--- src/rtl/seq_checker_sefunmi_if.sv ---
// Receiver-to-checker word bus plus the checker's status outputs.
// master drives valid/data; slave is the checker that produces the status.
interface seq_checker_sefunmi_if #(
   parameter int WIDTH     = 9,
   parameter int CNT_WIDTH = 8
);
   logic                 data_valid;
   logic [WIDTH-1:0]     data_received;
   logic                 locked;
   logic                 word_ok;
   logic                 word_err;
   logic [CNT_WIDTH-1:0] good_count;
   logic [CNT_WIDTH-1:0] err_count;
   logic [WIDTH-1:0]     last_word;

   modport master (
      output data_valid, data_received,
      input  locked, word_ok, word_err, good_count, err_count, last_word
   );

   modport slave (
      input  data_valid, data_received,
      output locked, word_ok, word_err, good_count, err_count, last_word
   );
endinterface

--- src/rtl/seq_checker_sefunmi.sv ---
// Checks received words form a contiguous incrementing count; tracks lock, tallies good/bad words.
// Latency: one edge from a sampled word to pulses, counters, last_word and locked.
// No backpressure: every valid word is accepted; data_valid low cycles are transparent.
module seq_checker_sefunmi #(
   parameter int WIDTH      = 9,
   parameter int SYNC_COUNT = 4,
   parameter int ERR_LIMIT  = 8,
   parameter int CNT_WIDTH  = 8
) (
   input  logic                 clk,
   input  logic                 clr,
   seq_checker_sefunmi_if.slave bus
);
   typedef enum logic [1:0] {
      HUNT   = 2'd0,
      SYNC   = 2'd1,
      LOCKED = 2'd2
   } state_t;

   localparam logic [3:0] SYNC_N = 4'(SYNC_COUNT);
   localparam logic [3:0] ERR_N  = 4'(ERR_LIMIT);

   state_t               state;
   logic [WIDTH-1:0]     exp_word;
   logic [WIDTH-1:0]     last_q;
   logic [3:0]           run;
   logic [3:0]           miss;
   logic                 locked_q;
   logic                 ok_q;
   logic                 err_q;
   logic [CNT_WIDTH-1:0] good_q;
   logic [CNT_WIDTH-1:0] bad_q;

   logic                 match;
   logic [3:0]           run_inc;
   logic [3:0]           miss_inc;
   logic [WIDTH-1:0]     word_inc;

   assign match    = (bus.data_received == exp_word);
   assign run_inc  = run + 4'd1;
   assign miss_inc = miss + 4'd1;
   assign word_inc = bus.data_received + WIDTH'(1);

   always_ff @(posedge clk) begin
      if (clr) begin
         state    <= HUNT;
         exp_word <= '0;
         run      <= '0;
         miss     <= '0;
         locked_q <= 1'b0;
         ok_q     <= 1'b0;
         err_q    <= 1'b0;
         good_q   <= '0;
         bad_q    <= '0;
         last_q   <= '0;
      end else begin
         ok_q  <= 1'b0;
         err_q <= 1'b0;
         if (bus.data_valid) begin
            last_q <= bus.data_received;
            case (state)
               HUNT: begin
                  exp_word <= word_inc;
                  run      <= 4'd1;
                  state    <= SYNC;
               end
               SYNC: begin
                  exp_word <= word_inc;
                  if (match) begin
                     run <= run_inc;
                     if (run_inc == SYNC_N) begin
                        state    <= LOCKED;
                        locked_q <= 1'b1;
                        miss     <= '0;
                     end
                  end else begin
                     run <= 4'd1;
                  end
               end
               LOCKED: begin
                  // Flywheel: expectation advances on hits and misses alike
                  exp_word <= exp_word + WIDTH'(1);
                  if (match) begin
                     ok_q <= 1'b1;
                     miss <= '0;
                     if (good_q != '1) good_q <= good_q + CNT_WIDTH'(1);
                  end else begin
                     err_q <= 1'b1;
                     miss  <= miss_inc;
                     if (bad_q != '1) bad_q <= bad_q + CNT_WIDTH'(1);
                     if (miss_inc == ERR_N) begin
                        state    <= HUNT;
                        locked_q <= 1'b0;
                     end
                  end
               end
               default: begin
                  state    <= HUNT;
                  locked_q <= 1'b0;
               end
            endcase
         end
      end
   end

   assign bus.locked     = locked_q;
   assign bus.word_ok    = ok_q;
   assign bus.word_err   = err_q;
   assign bus.good_count = good_q;
   assign bus.err_count  = bad_q;
   assign bus.last_word  = last_q;
endmodule

--- src/flat_wrapper.sv ---
// flat-port wrapper written by rule: the top's interface ports become plain ports
module seq_checker_sefunmi_flat 
#(
   parameter int WIDTH      = 9,
   parameter int SYNC_COUNT = 4,
   parameter int ERR_LIMIT  = 8,
   parameter int CNT_WIDTH  = 8
)
  (clk, clr, bus_data_valid, bus_data_received, bus_locked, bus_word_ok, bus_word_err, bus_good_count, bus_err_count, bus_last_word);
  seq_checker_sefunmi_if #(.WIDTH(WIDTH), .CNT_WIDTH(CNT_WIDTH)) bus_i ();
  input  logic clk;
  input  logic clr;
  input wire logic [$bits(bus_i.data_valid)-1:0] bus_data_valid;
  input wire logic [$bits(bus_i.data_received)-1:0] bus_data_received;
  output wire logic [$bits(bus_i.locked)-1:0] bus_locked;
  output wire logic [$bits(bus_i.word_ok)-1:0] bus_word_ok;
  output wire logic [$bits(bus_i.word_err)-1:0] bus_word_err;
  output wire logic [$bits(bus_i.good_count)-1:0] bus_good_count;
  output wire logic [$bits(bus_i.err_count)-1:0] bus_err_count;
  output wire logic [$bits(bus_i.last_word)-1:0] bus_last_word;
  assign bus_i.data_valid = bus_data_valid;
  assign bus_i.data_received = bus_data_received;
  assign bus_locked = bus_i.locked;
  assign bus_word_ok = bus_i.word_ok;
  assign bus_word_err = bus_i.word_err;
  assign bus_good_count = bus_i.good_count;
  assign bus_err_count = bus_i.err_count;
  assign bus_last_word = bus_i.last_word;
  seq_checker_sefunmi #(.WIDTH(WIDTH), .SYNC_COUNT(SYNC_COUNT), .ERR_LIMIT(ERR_LIMIT), .CNT_WIDTH(CNT_WIDTH)) u_core (.clk(clk), .clr(clr), .bus(bus_i));
endmodule
--- config.mk ---
export PLATFORM = sky130hd
export DESIGN_NAME = seq_checker_sefunmi_flat
export DESIGN_NICKNAME = d
export VERILOG_FILES = /design/src/rtl/seq_checker_sefunmi_if.sv /design/src/rtl/seq_checker_sefunmi.sv /design/src/flat_wrapper.sv
export SDC_FILE = /design/constraint.sdc
export NUM_CORES = 1
export LEC_CHECK = 0
export ABC_CLOCK_PERIOD_IN_PS = 3200
export CAP_MARGIN = 30
export CORE_MARGIN = 4
export CORE_UTILIZATION = 54
export DETAILED_ROUTE_END_ITERATION = 16
export GPL_ROUTABILITY_DRIVEN = 1
export PLACE_DENSITY = 0.89
export SYNTH_ARGS = -nofsm -noshare
export SYNTH_HDL_FRONTEND = slang
export SYNTH_SLANG_ARGS = --single-unit
--- constraint.sdc ---
create_clock -name clk -period 3.2 [get_ports clk]
set_input_delay 0.32 -clock clk [delete_from_list [all_inputs] [get_ports clk]]
set_output_delay 0.32 -clock clk [all_outputs]
set_load 0.03 [all_outputs]
# Yosys cells after proc, flatten, opt, wreduce, memory -nomap -nowiden
# Cells that the tools add are included.
[totals] reg_bits=47 elab_cells=63
[op_classes] n_bitwise=4 eq_ne=11 n_reduce_logical=13 n_addsub=6 muxes=19
[ops] op="$add A9 B1 Y9 const B" n=2
[ops] op="$pmux W9 S2" n=1
[ops] op="$add A8 B1 Y8 const B" n=2
[ops] op="$mux W4" n=4
[ops] op="$ne A8 B8 Y1 const B" n=2
[ops] op="$pmux W4 S2" n=2
[ops] op="$reduce_and A4 Y1" n=3
[ops] op="$eq A9 B9 Y1" n=1
[ops] op="$add A4 B1 Y4 const B" n=2
[ops] op="$mux W2" n=4
[ops] op="$mux W1" n=6
[ops] op="$ne A2 B1 Y1 const B" n=3
[ops] op="$pmux W2 S3" n=1
[ops] op="$reduce_and A6 Y1" n=1
[ops] op="$reduce_bool A2 Y1" n=3
[ops] op="$reduce_and A5 Y1" n=1
[ops] op="$eq A4 B3 Y1 const B" n=1
[ops] op="$eq A4 B4 Y1 const B" n=1
[ops] op="$not A1 Y1" n=4
[ops] op="$reduce_and A2 Y1" n=2
[ops] op="$pmux W1 S3" n=1
[ops] op="$reduce_or A3 Y1" n=1
[ops] op="$eq A2 B1 Y1 const B" n=1
[ops] op="$eq A2 B2 Y1 const B" n=1
[ops] op="other kinds (3)" n=3

# Logic depth before layout (Yosys ltp)
[logic_depth] depth_word=5 mapped_depth=11 ltp_nobuf=9

# Worst setup path after synthesis
# OpenSTA, ideal clock, no wires.
[synth_path] path_type="reg-to-reg" start="register u_core.state[0]" end="register u_core.exp_word[6]" t_arrival_ns=2.289 setup_ns=0.058 path_stages_with_launch=12 t_required_ns=3.142 path_slack_ns=0.853 cell_sequence="dfxtp_1 > nand2b_1 > buf_2 > clkbuf_1 > nand2_1 > nand2_1 > ha_1 > inv_1 > a2111oi_4 > mux2_1 > a21oi_1 > o21a_1"
[synth_via] elab_chain_len=4 elab_cells_between_ends=7 cone_classes="eq/ne (2); mux (1); reduce/logical (4)"
[synth_rtl] item="start: declaration" line="seq_checker_sefunmi.sv:23" rtl="state_t state;"
[synth_rtl] item="start signal: assignment" line="seq_checker_sefunmi.sv:46" rtl="state <= HUNT;"
[synth_rtl] item="start signal: assignment" line="seq_checker_sefunmi.sv:65" rtl="state <= SYNC;"
[synth_rtl] item="start signal: assignment" line="seq_checker_sefunmi.sv:72" rtl="state <= LOCKED;"
[synth_rtl] item="$eq A2 B1 Y1 / $logic_not A2 Y1 (equally long branches)" line="seq_checker_sefunmi.sv:61" rtl="case (state)"
[synth_rtl] item="$reduce_or A2 Y1 (no source line)"
[synth_rtl] item="$reduce_bool A2 Y1 (no source line)"
[synth_rtl] item="$reduce_and A2 Y1 (no source line)"
[synth_rtl] item="end signal: assignment" line="seq_checker_sefunmi.sv:63" rtl="exp_word <= word_inc;"
[synth_rtl] item="end signal: assignment" line="seq_checker_sefunmi.sv:68" rtl="exp_word <= word_inc;"
[synth_rtl] item="end signal: assignment" line="seq_checker_sefunmi.sv:82" rtl="exp_word <= exp_word + WIDTH'(1);"
[synth_rtl] item="end: declaration" line="seq_checker_sefunmi.sv:24" rtl="logic [WIDTH-1:0] exp_word;"
# Several ways; a longest one is shown, not always the timed one.
# A chain may end at the register's enable or synchronous reset.

# Worst setup path in the final report
[layout_path] start="register u_core.state[1]" end="register u_core.exp_word[6]"
# Same word-level chain as after synthesis.

==> run_summary.xml <==
<?xml version="1.0" encoding="UTF-8"?>
<metrics>
  <group name="outcome">
    <metric name="outcome" unit="">finished clean</metric>
  </group>
  <group name="worst_hold_path">
    <metric name="hold_class" unit="">reg2reg</metric>
    <metric name="min_delay_path_depth" unit="">2</metric>
    <metric name="hold_path.startpoint" unit="">u_core.bus.last_word[4]</metric>
    <metric name="hold-path-endpoint" unit="">u_core.bus.last_word[4]</metric>
  </group>
  <group name="sta">
    <metric name="timing.final.setup_violations" unit="">0</metric>
    <metric name="slew_viol_final" unit="">0</metric>
    <metric name="worst-slew-pin-transition" unit="ns">0.503</metric>
    <metric name="final_period_minus_worst_setup_slack" unit="ns">2.49</metric>
    <metric name="grt_setup_unrepaired" unit="">false</metric>
    <metric name="maxClockFrequency" unit="MHz">402</metric>
    <metric name="report.final.hold_viol_count" unit="">0</metric>
    <metric name="final.setup_skew" unit="ns">0.0129</metric>
    <metric name="fraction_of_the_cycle_the_final_worst_path_needs" unit="%">77.7</metric>
    <metric name="timing.max_slew.rel_slack" unit="%">66.4</metric>
    <metric name="worst_hold_slack" unit="ns">0.496</metric>
    <metric name="fin_setup_tns" unit="ns">0</metric>
  </group>
  <group name="routing">
    <metric name="routed_wire_length_per_instance" unit="µm">15.5</metric>
    <metric name="routed_wirelength" unit="µm">6600</metric>
    <metric name="residual_antenna_violating_net_count_after_detailed_routing" unit="">0</metric>
    <metric name="route.vias.total" unit="">2466</metric>
    <metric name="drt-initial-drc-count" unit="">198</metric>
    <metric name="1st_pass_router_iterations" unit="">6</metric>
    <metric name="vias_per_cell" unit="">5.79</metric>
    <metric name="drc" unit="">0</metric>
  </group>
  <group name="synth">
    <metric name="postSynth.asyncResetShare" unit="%">0</metric>
    <metric name="synthDominantCellAreaShare" unit="%">35.8</metric>
    <metric name="synth_edf_count" unit="">0</metric>
    <metric name="postSynthRegisterBits" unit="">47</metric>
    <metric name="syn_area" unit="µm²">2630</metric>
    <metric name="yosys_top_cell_by_area" unit="">dfxtp_1</metric>
    <metric name="postSynthAreaPerCell" unit="µm²">8.16</metric>
    <metric name="syn_nets" unit="">340</metric>
    <metric name="netlist_instances" unit="">322</metric>
    <metric name="synth_cell_types" unit="">45</metric>
    <metric name="synth_seq_area_share" unit="%">35.8</metric>
    <metric name="ys_warn_count" unit="">0</metric>
    <metric name="ys_top_cells_by_area" unit="">dfxtp_1 (36%), nor2_1 (6.6%), mux2i_1 (5.7%)</metric>
    <metric name="yosys_most_used_dff" unit="">dfxtp_1</metric>
  </group>
  <group name="setup_path">
    <metric name="crit_path_top_delay_cell" unit="">a2111oi_4</metric>
    <metric name="number_of_cells_on_the_worst_reg_to_reg_path" unit="">10</metric>
    <metric name="cpMostUsedCell" unit="">nand2_1</metric>
    <metric name="rrSetupSlack" unit="ns">0.71</metric>
    <metric name="critical_path.endpoint_type" unit="">register</metric>
    <metric name="r2r_start" unit="">u_core.state[1]</metric>
    <metric name="worst_ep_required" unit="ns">3.45</metric>
    <metric name="type_of_the_worst_setup_path" unit="">reg2reg</metric>
    <metric name="cp_top_family" unit="">compound AO/OA/AOI/OAI gates</metric>
    <metric name="r2r-end" unit="">u_core.exp_word[6]</metric>
    <metric name="path_cells" unit="">nand2b_1, buf_4, nand2_1, nand2_1, ha_1, inv_1, a2111oi_4, mux2_1, a21oi_1, o21a_1</metric>
    <metric name="critPathMaxFanout" unit="">17</metric>
    <metric name="timing.critical_path.slowest_cell_delay" unit="ns">0.46</metric>
    <metric name="crit_buf_inv" unit="">2</metric>
    <metric name="arrival" unit="ns">2.74</metric>
    <metric name="start_kind" unit="">register</metric>
  </group>
  <group name="power_and_ir_drop">
    <metric name="total_power" unit="µW">1200</metric>
    <metric name="power_per_cell_area" unit="nW/µm²">377</metric>
    <metric name="irDropWorstVdd" unit="mV">0.198</metric>
    <metric name="p_leak" unit="µW">0.00125</metric>
  </group>
  <group name="grt">
    <metric name="grt_pass1_vias" unit="">2395</metric>
    <metric name="pin_count_of_the_biggest_net_entering_global_routing" unit="">32</metric>
    <metric name="grt.total_usage" unit="%">22.4</metric>
    <metric name="grt_pass1_wl" unit="µm">11100</metric>
    <metric name="antenna_found_initial" unit="">0</metric>
    <metric name="total_overflow_reported_by_the_global_router" unit="">0</metric>
  </group>
  <group name="floorplanning">
    <metric name="die_area" unit="µm²">6040</metric>
    <metric name="placeableCoreArea" unit="µm²">4720</metric>
    <metric name="placementRows" unit="">25</metric>
    <metric name="start_util" unit="%">55.6</metric>
    <metric name="pin_count" unit="">40</metric>
    <metric name="die_width" unit="µm">77.7</metric>
    <metric name="fp.dieH" unit="µm">77.7</metric>
  </group>
  <group name="cells_and_area">
    <metric name="num_antenna_cells" unit="">0</metric>
    <metric name="layout.nets" unit="">376</metric>
    <metric name="filler_cell_count" unit="">363</metric>
    <metric name="flow.area_growth_from_synthesis" unit="%">21.7</metric>
    <metric name="drive_gt1_share" unit="%">7.24</metric>
  </group>
  <group name="cts">
    <metric name="clockRootBuffer" unit="">clkbuf_8</metric>
    <metric name="ctsHtreeMaxLevel" unit="">2</metric>
    <metric name="max-clock-path-buffers" unit="">2</metric>
    <metric name="cts.repair_timing.setup_buffer_count" unit="">0</metric>
    <metric name="holdBufCountCts" unit="">0</metric>
    <metric name="clkSlewWorstSetupHoldPaths" unit="ns">0.09</metric>
    <metric name="clock_insertion_delay_worst_skew" unit="ns">0.30</metric>
    <metric name="clkSinkCount" unit="">47</metric>
    <metric name="tritoncts.num_buffers" unit="">5</metric>
    <metric name="postCtsResizedCells" unit="">0</metric>
    <metric name="cts_tree" unit="">yes</metric>
  </group>
  <group name="place">
    <metric name="place_congestion" unit="">0.908</metric>
    <metric name="hpwl" unit="µm">4690</metric>
    <metric name="port_buffer_count" unit="">39</metric>
  </group>
  <group name="run">
    <metric name="max_cap_violations" unit="">0</metric>
  </group>
</metrics>
report_power, final:
part,switching (µW),internal [µW],leakage [µW]
Combinational,87.3,61.6,0.000808
Clock,204,233,0.0000581
Sequential,17.6,601,0.000383
cell usage after synthesis, types with 9 or more instances:
master,count
clkbuf_1,12
xor2_1,13
nand2_1,38
and3_1,11
a21oi_1,19
mux2i_1,15
dfxtp_1,47
nor2_1,46
nand3_1,11
xnor2_1,9
flip-flops by register name, summed over array words and instances (netlist names):
| signal | cells |
|---|---|
| u_core.run | 4 |
| u_core.bus.word_ok | 1 |
| u_core.miss | 4 |
| u_core.exp_word | 9 |
| u_core.state | 2 |
| u_core.bus.good_count | 8 |
| u_core.bus.locked | 1 |
| u_core.bus.err_count | 8 |
| u_core.bus.last_word | 9 |
| u_core.bus.word_err | 1 |
how the worst max path moves through the flow:
stage	startpoint	endpoint	slack [ns]	depth (start not counted)
6_report	u_core.state[1]	u_core.exp_word[6]	0.71	10
4_1_cts	u_core.state[1]	u_core.exp_word[6]	0.74	10
2_1_floorplan	u_core.state[0]	u_core.exp_word[6]	0.85	11
5_1_grt	u_core.state[1]	u_core.exp_word[6]	0.50	10
3_5_place_dp	bus_data_received[5]	u_core.bus.good_count[5]	0.46	7
3_3_place_gp	bus_data_received[5]	u_core.bus.good_count[5]	0.56	7
final cells by class:
class	count	area [µm²]	area share, %
clock buffers	5	68.8	2.15
clock inverters	3	43.8	1.37
inverters	6	22.5	0.705
multi-input cells	252	1590	49.9
flip-flops and latches	47	941	29.4
well taps	67	83.8	2.62
repair buffers	46	443	13.9
layout by cell type (no fill, tap or decap), types with 4 or more instances in the layout:
cell / Yosys / layout
o21ai_1: 8 / 8
and3_1: 11 / 11
o21ai_0: 7 / 7
xor2_1: 13 / 13
nand4_1: 4 / 4
inv_1: 5 / 5
nor2b_1: 8 / 8
dfxtp_1: 47 / 47
buf_4: 0 / 7
clkbuf_8: 0 / 5
nor3_1: 8 / 8
a21oi_1: 19 / 19
ha_1: 6 / 6
nand2b_1: 5 / 5
a211oi_1: 5 / 5
nand2_1: 38 / 38
xnor2_1: 9 / 9
clkdlybuf4s50_1: 0 / 39
nand3_1: 11 / 11
mux2i_1: 15 / 15
nor2_1: 46 / 46
per-layer routing:
| metal | vias up | global-route usage [%] | wire [µm] |
|---|---|---|---|
| met3 | 15 | 4.41 | 433 |
| met2 | 98 | 38.4 | 3240 |
| met4 | 0 | 6.76 | 110 |
| li1 | 1199 | - | - |
| met5 | - | 0 | 0 |
| met1 | 1154 | 28.1 | 2810 |
stage by stage:
step | area [µm²] | setup WS (ns) | cells | utilization (%)
after floorplan | 2630 | 0.853 | 322 | -
after global placement | 3080 | 0.563 | 418 | 65.3
final | 3200 | 0.714 | 426 | 67.7
after detailed placement | 3080 | 0.460 | 418 | 65.3
after global routing | 3200 | 0.504 | 426 | 67.7
after CTS | 3200 | 0.736 | 426 | 67.7
worst register-to-register path: cells and delay by family, from the launching register on:
family	cells	cell delay (ns)
and+or+nand+nor	3	0.33
adders and majority gates	1	0.22
DFF	1	0.41
buffers and inverters	2	0.36
muxes	1	0.37
AOI/OAI and AO/OA	3	0.76
kinds of logic (layout without fill, tap and decap cells):
logic type | after synthesis | after routing | synth area share, %
compound gates | 58 | 58 | 14.3
xor+xnor | 22 | 22 | 7.34
fa+ha+maj | 6 | 6 | 2.86
buf+inv | 23 | 60 | 3.48
flops | 47 | 47 | 35.8
mux | 21 | 21 | 8.43
simple gates | 145 | 145 | 27.7
Power figures use the tool's default switching activity.
